$ cat src/rtl/memory_access_stage_pkg.sv
// Shared opcodes, serial register map defaults and the state encoding of the memory stage.
package memory_access_stage_pkg;

  localparam logic [4:0] OP_LW    = 5'b10011;
  localparam logic [4:0] OP_LW_SP = 5'b10010;
  localparam logic [4:0] OP_SW    = 5'b11011;
  localparam logic [4:0] OP_SW_SP = 5'b11010;

  localparam logic [15:0] SERIAL_DATA_ADDR_DEF   = 16'hBF00;
  localparam logic [15:0] SERIAL_STATUS_ADDR_DEF = 16'hBF01;

  localparam int TMR_W = 3;

  typedef enum logic [2:0] {
    ST_IDLE,
    ST_SRAM_RD,
    ST_SRAM_WR_SETUP,
    ST_SRAM_WR_PULSE,
    ST_SRAM_WR_HOLD,
    ST_SERIAL_RD_WAIT,
    ST_SERIAL_WR_WAIT,
    ST_DONE
  } state_e;

  function automatic logic is_load(input logic [4:0] op);
    return (op == OP_LW) || (op == OP_LW_SP);
  endfunction

  function automatic logic is_store(input logic [4:0] op);
    return (op == OP_SW) || (op == OP_SW_SP);
  endfunction

endpackage

$ cat src/rtl/memory_access_stage_sram_strobe_timer.sv
// Loadable down-counter timing the SRAM strobe; done_o is high on the last strobe cycle.
module sram_strobe_timer import memory_access_stage_pkg::*; (
  input  logic             clock,
  input  logic             reset,
  input  logic             load_i,
  input  logic [TMR_W-1:0] load_val_i,
  output logic             done_o
);

  logic [TMR_W-1:0] cnt_q, cnt_d;

  always_comb begin
    cnt_d = cnt_q;
    if (load_i)           cnt_d = load_val_i;
    else if (cnt_q != '0) cnt_d = cnt_q - 1'b1;
  end

  always_ff @(posedge clock) begin
    if (reset) cnt_q <= '0;
    else       cnt_q <= cnt_d;
  end

  assign done_o = (cnt_q == '0);

endmodule

$ cat src/rtl/memory_access_stage.sv
// Memory access stage: runs loads/stores against SRAM or the serial port and emits one
// writeback record per accepted instruction.
module memory_access_stage import memory_access_stage_pkg::*; #(
  parameter int          WAIT_STATES        = 1,
  parameter logic [15:0] SERIAL_DATA_ADDR   = SERIAL_DATA_ADDR_DEF,
  parameter logic [15:0] SERIAL_STATUS_ADDR = SERIAL_STATUS_ADDR_DEF
) (
  input  logic        clock,
  input  logic        reset,
  input  logic        inValid,
  input  logic [15:0] instruction,
  input  logic [15:0] aluResult,
  input  logic [15:0] storeValue,
  input  logic [3:0]  destRegister,
  input  logic        destWriteEnable,
  output logic        busy,
  output logic [17:0] ramAddress,
  output logic [15:0] ramDataOut,
  input  logic [15:0] ramDataIn,
  output logic        ramDataDrive,
  output logic        ramEn_n,
  output logic        ramOe_n,
  output logic        ramWe_n,
  input  logic        serialRxReady,
  input  logic        serialTxReady,
  input  logic [7:0]  serialRxData,
  output logic        serialRead,
  output logic        serialWrite,
  output logic [7:0]  serialTxData,
  output logic        wbValid,
  output logic [15:0] wbValue,
  output logic [3:0]  wbRegister,
  output logic        wbEnable
);

  state_e      state_q, state_d;
  logic [15:0] addr_q, addr_d, st_q, st_d, val_q, val_d;
  logic [3:0]  reg_q, reg_d;
  logic        en_q, en_d, nm_vld_q, nm_vld_d;
  logic        accept, ld, sto, tmr_load, tmr_done;
  logic        unused_instr;

  assign unused_instr = ^instruction[10:0];
  assign busy   = !(state_q == ST_IDLE || state_q == ST_DONE);
  assign accept = inValid && !busy;
  assign ld     = is_load(instruction[15:11]);
  assign sto    = is_store(instruction[15:11]);

  sram_strobe_timer u_tmr (
    .clock      (clock),
    .reset      (reset),
    .load_i     (tmr_load),
    .load_val_i (TMR_W'(WAIT_STATES - 1)),
    .done_o     (tmr_done)
  );

  always_comb begin
    state_d  = state_q;
    addr_d   = addr_q;
    st_d     = st_q;
    val_d    = val_q;
    reg_d    = reg_q;
    en_d     = en_q;
    nm_vld_d = 1'b0;
    tmr_load = 1'b0;
    unique case (state_q)
      ST_IDLE, ST_DONE: begin
        state_d = ST_IDLE;
        if (accept) begin
          addr_d   = aluResult;
          st_d     = storeValue;
          val_d    = aluResult;
          reg_d    = destRegister;
          en_d     = ld ? 1'b1 : (sto ? 1'b0 : destWriteEnable);
          nm_vld_d = !(ld || sto);
          if (ld || sto) begin
            if (aluResult == SERIAL_DATA_ADDR)
              state_d = ld ? ST_SERIAL_RD_WAIT : ST_SERIAL_WR_WAIT;
            else if (aluResult == SERIAL_STATUS_ADDR) begin
              state_d = ST_DONE;
              val_d   = {14'b0, serialRxReady, serialTxReady};
            end else if (ld) begin
              state_d  = ST_SRAM_RD;
              tmr_load = 1'b1;
            end else
              state_d = ST_SRAM_WR_SETUP;
          end
        end
      end
      ST_SRAM_RD: if (tmr_done) begin
        val_d   = ramDataIn;
        state_d = ST_DONE;
      end
      ST_SRAM_WR_SETUP: begin
        tmr_load = 1'b1;
        state_d  = ST_SRAM_WR_PULSE;
      end
      ST_SRAM_WR_PULSE:  if (tmr_done) state_d = ST_SRAM_WR_HOLD;
      ST_SRAM_WR_HOLD:   state_d = ST_DONE;
      ST_SERIAL_RD_WAIT: if (serialRxReady) begin
        val_d   = {8'h00, serialRxData};
        state_d = ST_DONE;
      end
      ST_SERIAL_WR_WAIT: if (serialTxReady) state_d = ST_DONE;
      default:           state_d = ST_IDLE;
    endcase
  end

  always_ff @(posedge clock) begin
    if (reset) begin
      state_q  <= ST_IDLE;
      addr_q   <= '0;
      st_q     <= '0;
      val_q    <= '0;
      reg_q    <= '0;
      en_q     <= 1'b0;
      nm_vld_q <= 1'b0;
    end else begin
      state_q  <= state_d;
      addr_q   <= addr_d;
      st_q     <= st_d;
      val_q    <= val_d;
      reg_q    <= reg_d;
      en_q     <= en_d;
      nm_vld_q <= nm_vld_d;
    end
  end

  // Data drive spans setup..hold and never overlaps the read enable.
  assign ramAddress   = {2'b00, addr_q};
  assign ramDataOut   = st_q;
  assign ramEn_n      = !(state_q inside {ST_SRAM_RD, ST_SRAM_WR_SETUP, ST_SRAM_WR_PULSE, ST_SRAM_WR_HOLD});
  assign ramOe_n      = (state_q != ST_SRAM_RD);
  assign ramWe_n      = (state_q != ST_SRAM_WR_PULSE);
  assign ramDataDrive = state_q inside {ST_SRAM_WR_SETUP, ST_SRAM_WR_PULSE, ST_SRAM_WR_HOLD};
  assign serialRead   = (state_q == ST_SERIAL_RD_WAIT) && serialRxReady;
  assign serialWrite  = (state_q == ST_SERIAL_WR_WAIT) && serialTxReady;
  assign serialTxData = st_q[7:0];
  assign wbValid      = (state_q == ST_DONE) || nm_vld_q;
  assign wbValue      = val_q;
  assign wbRegister   = reg_q;
  assign wbEnable     = en_q;

endmodule

$ cat config.mk
export PLATFORM = sky130hd
export DESIGN_NAME = memory_access_stage
export DESIGN_NICKNAME = d
export VERILOG_FILES = /design/src/rtl/memory_access_stage_pkg.sv /design/src/rtl/memory_access_stage_sram_strobe_timer.sv /design/src/rtl/memory_access_stage.sv
export SDC_FILE = /design/constraint.sdc
export NUM_CORES = 1
export LEC_CHECK = 0
export BUFFER_PORTS_ARGS = -buffer_cell sky130_fd_sc_hd__buf_4
export CORE_ASPECT_RATIO = 1.25
export CORE_MARGIN = 1.5
export CORE_UTILIZATION = 41
export DETAILED_ROUTE_END_ITERATION = 8
export HOLD_SLACK_MARGIN = 0.1
export PLACE_DENSITY = 0.82
export SLEW_MARGIN = 5
export SYNTH_ARGS = -nofsm -noshare
export SYNTH_HDL_FRONTEND = slang
export SYNTH_SLANG_ARGS = --single-unit
$ cat constraint.sdc
create_clock -name clock -period 2.04 [get_ports clock]
set_input_delay 0.204 -clock clock [delete_from_list [all_inputs] [get_ports clock]]
set_output_delay 0.204 -clock clock [all_outputs]
set_load 0.1 [all_outputs]
== After elaboration in Yosys (flattened, before gate mapping) ==
Cells that the tools add are included.

* Output and inout port bits: 71
* Logic and storage cells: 80
* Register bits: 60

* Muxes and demuxes: 26
* Reduce and logical (&&, ||, !) cells: 23
* Equality and inequality tests: 20
* Add/sub/neg operators: 1
* Bitwise gates (word level): 2

{| class="wikitable"
|+ Operators by type and width
! cell !! count
|-
| 16-bit 2-to-1 mux || 6
|-
| 16-bit case mux with 3 select lines || 1
|-
| 16-bit equality test (second input constant) || 2
|-
| 3-bit 2-to-1 mux || 8
|-
| 3-bit case mux with 7 select lines || 1
|-
| 5-bit equality test (second input constant) || 4
|-
| 3-bit equality test (second input constant) || 4
|-
| 2-bit != test (second input constant) || 5
|-
| 3-bit nonzero test || 3
|-
| 4-bit AND reduction || 2
|-
| 1-bit 2-to-1 mux || 7
|-
| 3-bit by 2-bit equality test with 1-bit output (second input constant) || 2
|-
| 3-bit logical NOT || 2
|-
| 1-bit logical OR || 5
|-
| 2-bit 2-to-1 mux || 2
|-
| 4-bit nonzero test || 1
|-
| 2-bit OR reduction || 2
|-
| 3-bit by 1-bit equality test with 1-bit output (second input constant) || 1
|-
| 1-bit logical AND || 3
|-
| 1-bit logical NOT || 3
|-
| 3-bit by 1-bit != test with 1-bit output (second input constant) || 1
|-
| 3-bit by 2-bit != test with 1-bit output (second input constant) || 1
|-
| 3-bit OR reduction || 1
|-
| 3-bit by 1-bit subtractor with 3-bit output (second input constant) || 1
|-
| 3 further kinds || 4
|}

== Logic depth before layout (Yosys ltp) ==
* Depth after elaboration: 9
* Depth in mapped cells: 10
* Depth with buffers taken out: 7

== Modules after synthesis ==
A second synthesis with hierarchy kept.

* Cells, all modules: 349
* Area, all modules: 2861.5 um^2

{| class="wikitable"
|+ Modules (own cells, without submodules)
! module !! area an instance (um^2) !! seq. area each (um^2) !! instances !! cells an instance
|-
| memory_access_stage || 2655.0 || 1141.1 || 1 || 327
|-
| sram_strobe_timer || 206.4 || 60.1 || 1 || 22
|}

== Worst setup path before layout ==
Ideal clock, no wire load.

* Kind: register -> output
* Start: reg state_q[2]
* End: out ramEn_n
* Setup slack: -1.363 ns
* Cell stages (with the launch flop): 6
* Data arrival time: 3.199 ns
* Cells stage by stage: dfxtp_1 -> buf_2 -> buf_2 -> buf_2 -> nand2b_1 -> nor2b_1

* Word-level cells in the longest chain between the ends: 3
* Elaborated cells on any way between the ends: 6
* Classes of those cells: eq/ne (4); reduce/logical (2)

{| class="wikitable"
|+ Ends and longest elaborated chain
! element !! RTL line !! text
|-
| start, declared || memory_access_stage.sv:36 || <nowiki>state_e state_q, state_d;</nowiki>
|-
| start signal, assigned || memory_access_stage.sv:119 || <nowiki>state_q <= state_d;</nowiki>
|-
| 3-bit by 1-bit equality test with 1-bit output (tied with other cells) || memory_access_stage.sv:132 || <nowiki>assign ramEn_n = !(state_q inside {ST_SRAM_RD, ST_SRAM_WR_SETUP, ST_SRAM_WR_PULSE, ST_SRAM_WR_HOLD});</nowiki>
|-
| 4-bit nonzero test * || memory_access_stage.sv:132 ||
|-
| 1-bit logical NOT * || memory_access_stage.sv:132 ||
|-
| end, declared || memory_access_stage.sv:21 || <nowiki>output logic ramEn_n,</nowiki>
|}

Every way passes the cells marked *; elsewhere a longest branch is shown, timed or not.

== Worst setup path after layout ==
Same ends and word-level chain as after synthesis.

==> flow_summary.toml <==
[timing]
tightest_slew_ps = 726
setup_slack_ps = 118
period_needed_ps = 1920
setup_viol = 0
max-slew-margin-rel_pct = 51.5
post-route-period-util_pct = 94.2
rsz0062_at_grt = "no"
drv_slew = 0
fmax_mhz = 520
finClkSkew_ps = 5.79
hold_viol_final = 0

[layout]
num-nets-final = 576
multi_input_area_mm2 = 0.00146
final_core_util_pct = 62.4
drive_gt1_share_pct = 35.8
seqCellArea_mm2 = 0.00120
antenna_cells = 0
area_growth_pct = 44.9
fin_cells = 584
fin_area_mm2 = 0.00415
nFillCells = 557

[die]
die_w_um = 77.8
ioPinCount = 153
fp-row-count = 33
die_h_um = 96.4
initial_core_util_pct = 43.1
dieArea_mm2 = 0.00750
core_region_area_mm2 = 0.00665

[clock_tree]
cts_tree = "yes"
htree_levels = 3
cts_root_buf = "clkbuf_8"
clk_pin_slew_worst_paths_ps = 70
clk_path_buf_depth = 2
clkLatencyLatePin_ps = 340
clock-sinks = 60
cts_made_buffers = 9

[global_routing]
track_usage_pct = 21.8
antenna_found_initial = 0
grt_max_degree = 43
overflow = 0
grt_pass1_wl_mm = 12.7
grt_pass1_vias = 2636

[synth]
async_reset_ff_share_pct = 0
synth-edff-count = 0
ys_seq_elements = 60
syn-cell-area_mm2 = 0.00286
yosysWarnings = 0
synth_top_cells_by_area = "dfxtp_1 (42%), nand2_1 (12%), a21oi_1 (8.9%), buf_4 (3.7%), a211oi_1 (3.1%)"
ys_seq_area_share_pct = 41.9
synth_cells = 365
yosysTopAreaCell = "dfxtp_1"
synth_cell_types = 46
ys.flop_type = "dfxtp_1"
yosysTopAreaCellShare_pct = 41.9
avgSynthCellArea_um2 = 7.85

[detailed_routing]
wl_per_cell_um = 14.2
vias = 2959
postRouteAntennaNets = 0
routed_wl_mm = 8.28
dr.first_iter.drc_count = 172
drcViolationCount = 0
first_pass_iters = 4
via_per_inst = 5.07

[flow_run]
maxCapViolCount = 0

[placement]
dpl_worst_slack_ps = 107
globalplace.congestion = 0.868
place_area_mm2 = 0.00391
port_buffers = 138
place_hpwl_mm = 6.15
dpl.cell_count = 567

[worst_setup_path]
end_kind = "output pin"
start_kind = "flip-flop"
worstPathRequired_ps = 1840
r2r_slack_ps = 200
critPathKind = "flip-flop to output pin"
critPathMaxFanout = 13
critical_path_arrival_ps = 1720

[worst_hold_path]
hold_class = "primary input to flip-flop"

[outcome]
run_status = "finished, final reports clean"
-- placed cells by master (no fill, tap or decap), types with 2 or more instances in the layout --
cell | Yosys | routed
buf_4 | 14 | 148
nand2_1 | 91 | 91
dfxtp_1 | 60 | 60
a21oi_1 | 51 | 51
nor2_1 | 21 | 20
nor3_1 | 13 | 13
o21ai_0 | 12 | 12
a211oi_1 | 12 | 12
nor2b_1 | 12 | 10
clkbuf_8 | 1 | 9
mux2i_1 | 8 | 8
o211ai_1 | 6 | 6
inv_1 | 4 | 4
nand2b_1 | 5 | 4
nand3_1 | 2 | 2
nor4_1 | 2 | 2
nor3b_1 | 2 | 2
ha_1 | 2 | 2
conb_1 | 1 | 2
clkinv_2 | 0 | 2
bufinv_16 | 0 | 2
-- routing by layer --
layer / vias up / GRT usage (%) / part of all wire (%)
li1: 1488 / - / -
met3: 13 / 4.79 / 6.2
met1: 1342 / 24.3 / 40
met4: 0 / 10.0 / 1.7
met5: - / 0 / 0
met2: 116 / 39.6 / 53
-- area by class of cell --
type / count / share of cell area [%]
clock inverter: 6 / 2.11
timing repair buffer: 151 / 27.8
sequential: 60 / 28.9
tap: 87 / 2.62
clock buffer: 10 / 3.08
inverter: 4 / 0.362
multi-input combinational: 266 / 35.1
-- Yosys cell counts (2+ instances only) --
cell and n:
a211oi_1 12, a21oi_1 51, and2_1 2, buf_2 8
buf_4 14, buf_6 2, clkbuf_1 11, dfxtp_1 60
ha_1 2, inv_1 4, mux2i_1 8, nand2_1 91
nand2b_1 5, nand3_1 2, nor2_1 21, nor2b_1 12
nor3_1 13, nor3b_1 2, nor4_1 2, o211ai_1 6
o21ai_0 12
-- through the flow --
stage          TNS (ps)  hold WS, ps
2_1_floorplan     -41.7          340
6_report              0          112
3_5_place_dp          0          447
5_1_grt               0          106
4_1_cts               0          100
3_3_place_gp          0          443
-- worst paths after layout --
check	start	endpoint	cells past startpoint
setup / recovery	state_q[2]	ramEn_n	4
setup reg to reg	u_tmr.cnt_q[0]	wbValue[10]	8
hold reg to reg	ramDataOut[15]	ramDataOut[15]	2
hold / removal	storeValue[14]	ramDataOut[14]	3
-- flip-flops by register name, indices dropped and copies added, names as in the netlist --
signal and count:
ramDataOut 16, u_tmr.cnt_q 3, addr_q 16, wbEnable 1, nm_vld_q 1, wbRegister 4, state_q 3, wbValue 16
-- critical path, stage by stage (launching register included) --
cell     delay (ps)
dfxtp_1         430
buf_4           220
mux2_2          390
nor2b_4         120
buf_6           220
-- cell families (layout without fill, tap and decap cells) --
group | after synthesis | count (layout) | share of synthesized area (%)
and+or+nand+nor | 162 | 162 | 26.5
AOI/OAI and AO/OA | 90 | 90 | 18.7
DFF | 60 | 60 | 41.9
buffers and inverters | 40 | 171 | 8.30
muxes | 9 | 9 | 3.19
adders and majority gates | 2 | 2 | 0.874
other | 1 | 2 | 0.131
xor gates and xnor gates | 1 | 1 | 0.306
-- timing repair --
item                                   CTS  global route
hold buffers                             0             1
endpoints found under the hold margin    0             1
gates resized for setup                  0             2
setup endpoints to repair                0             4
buffers inserted                         0             0
Power is not shown: default switching activity piles up to over one toggle a cycle in this logic, so the estimate is an artifact.
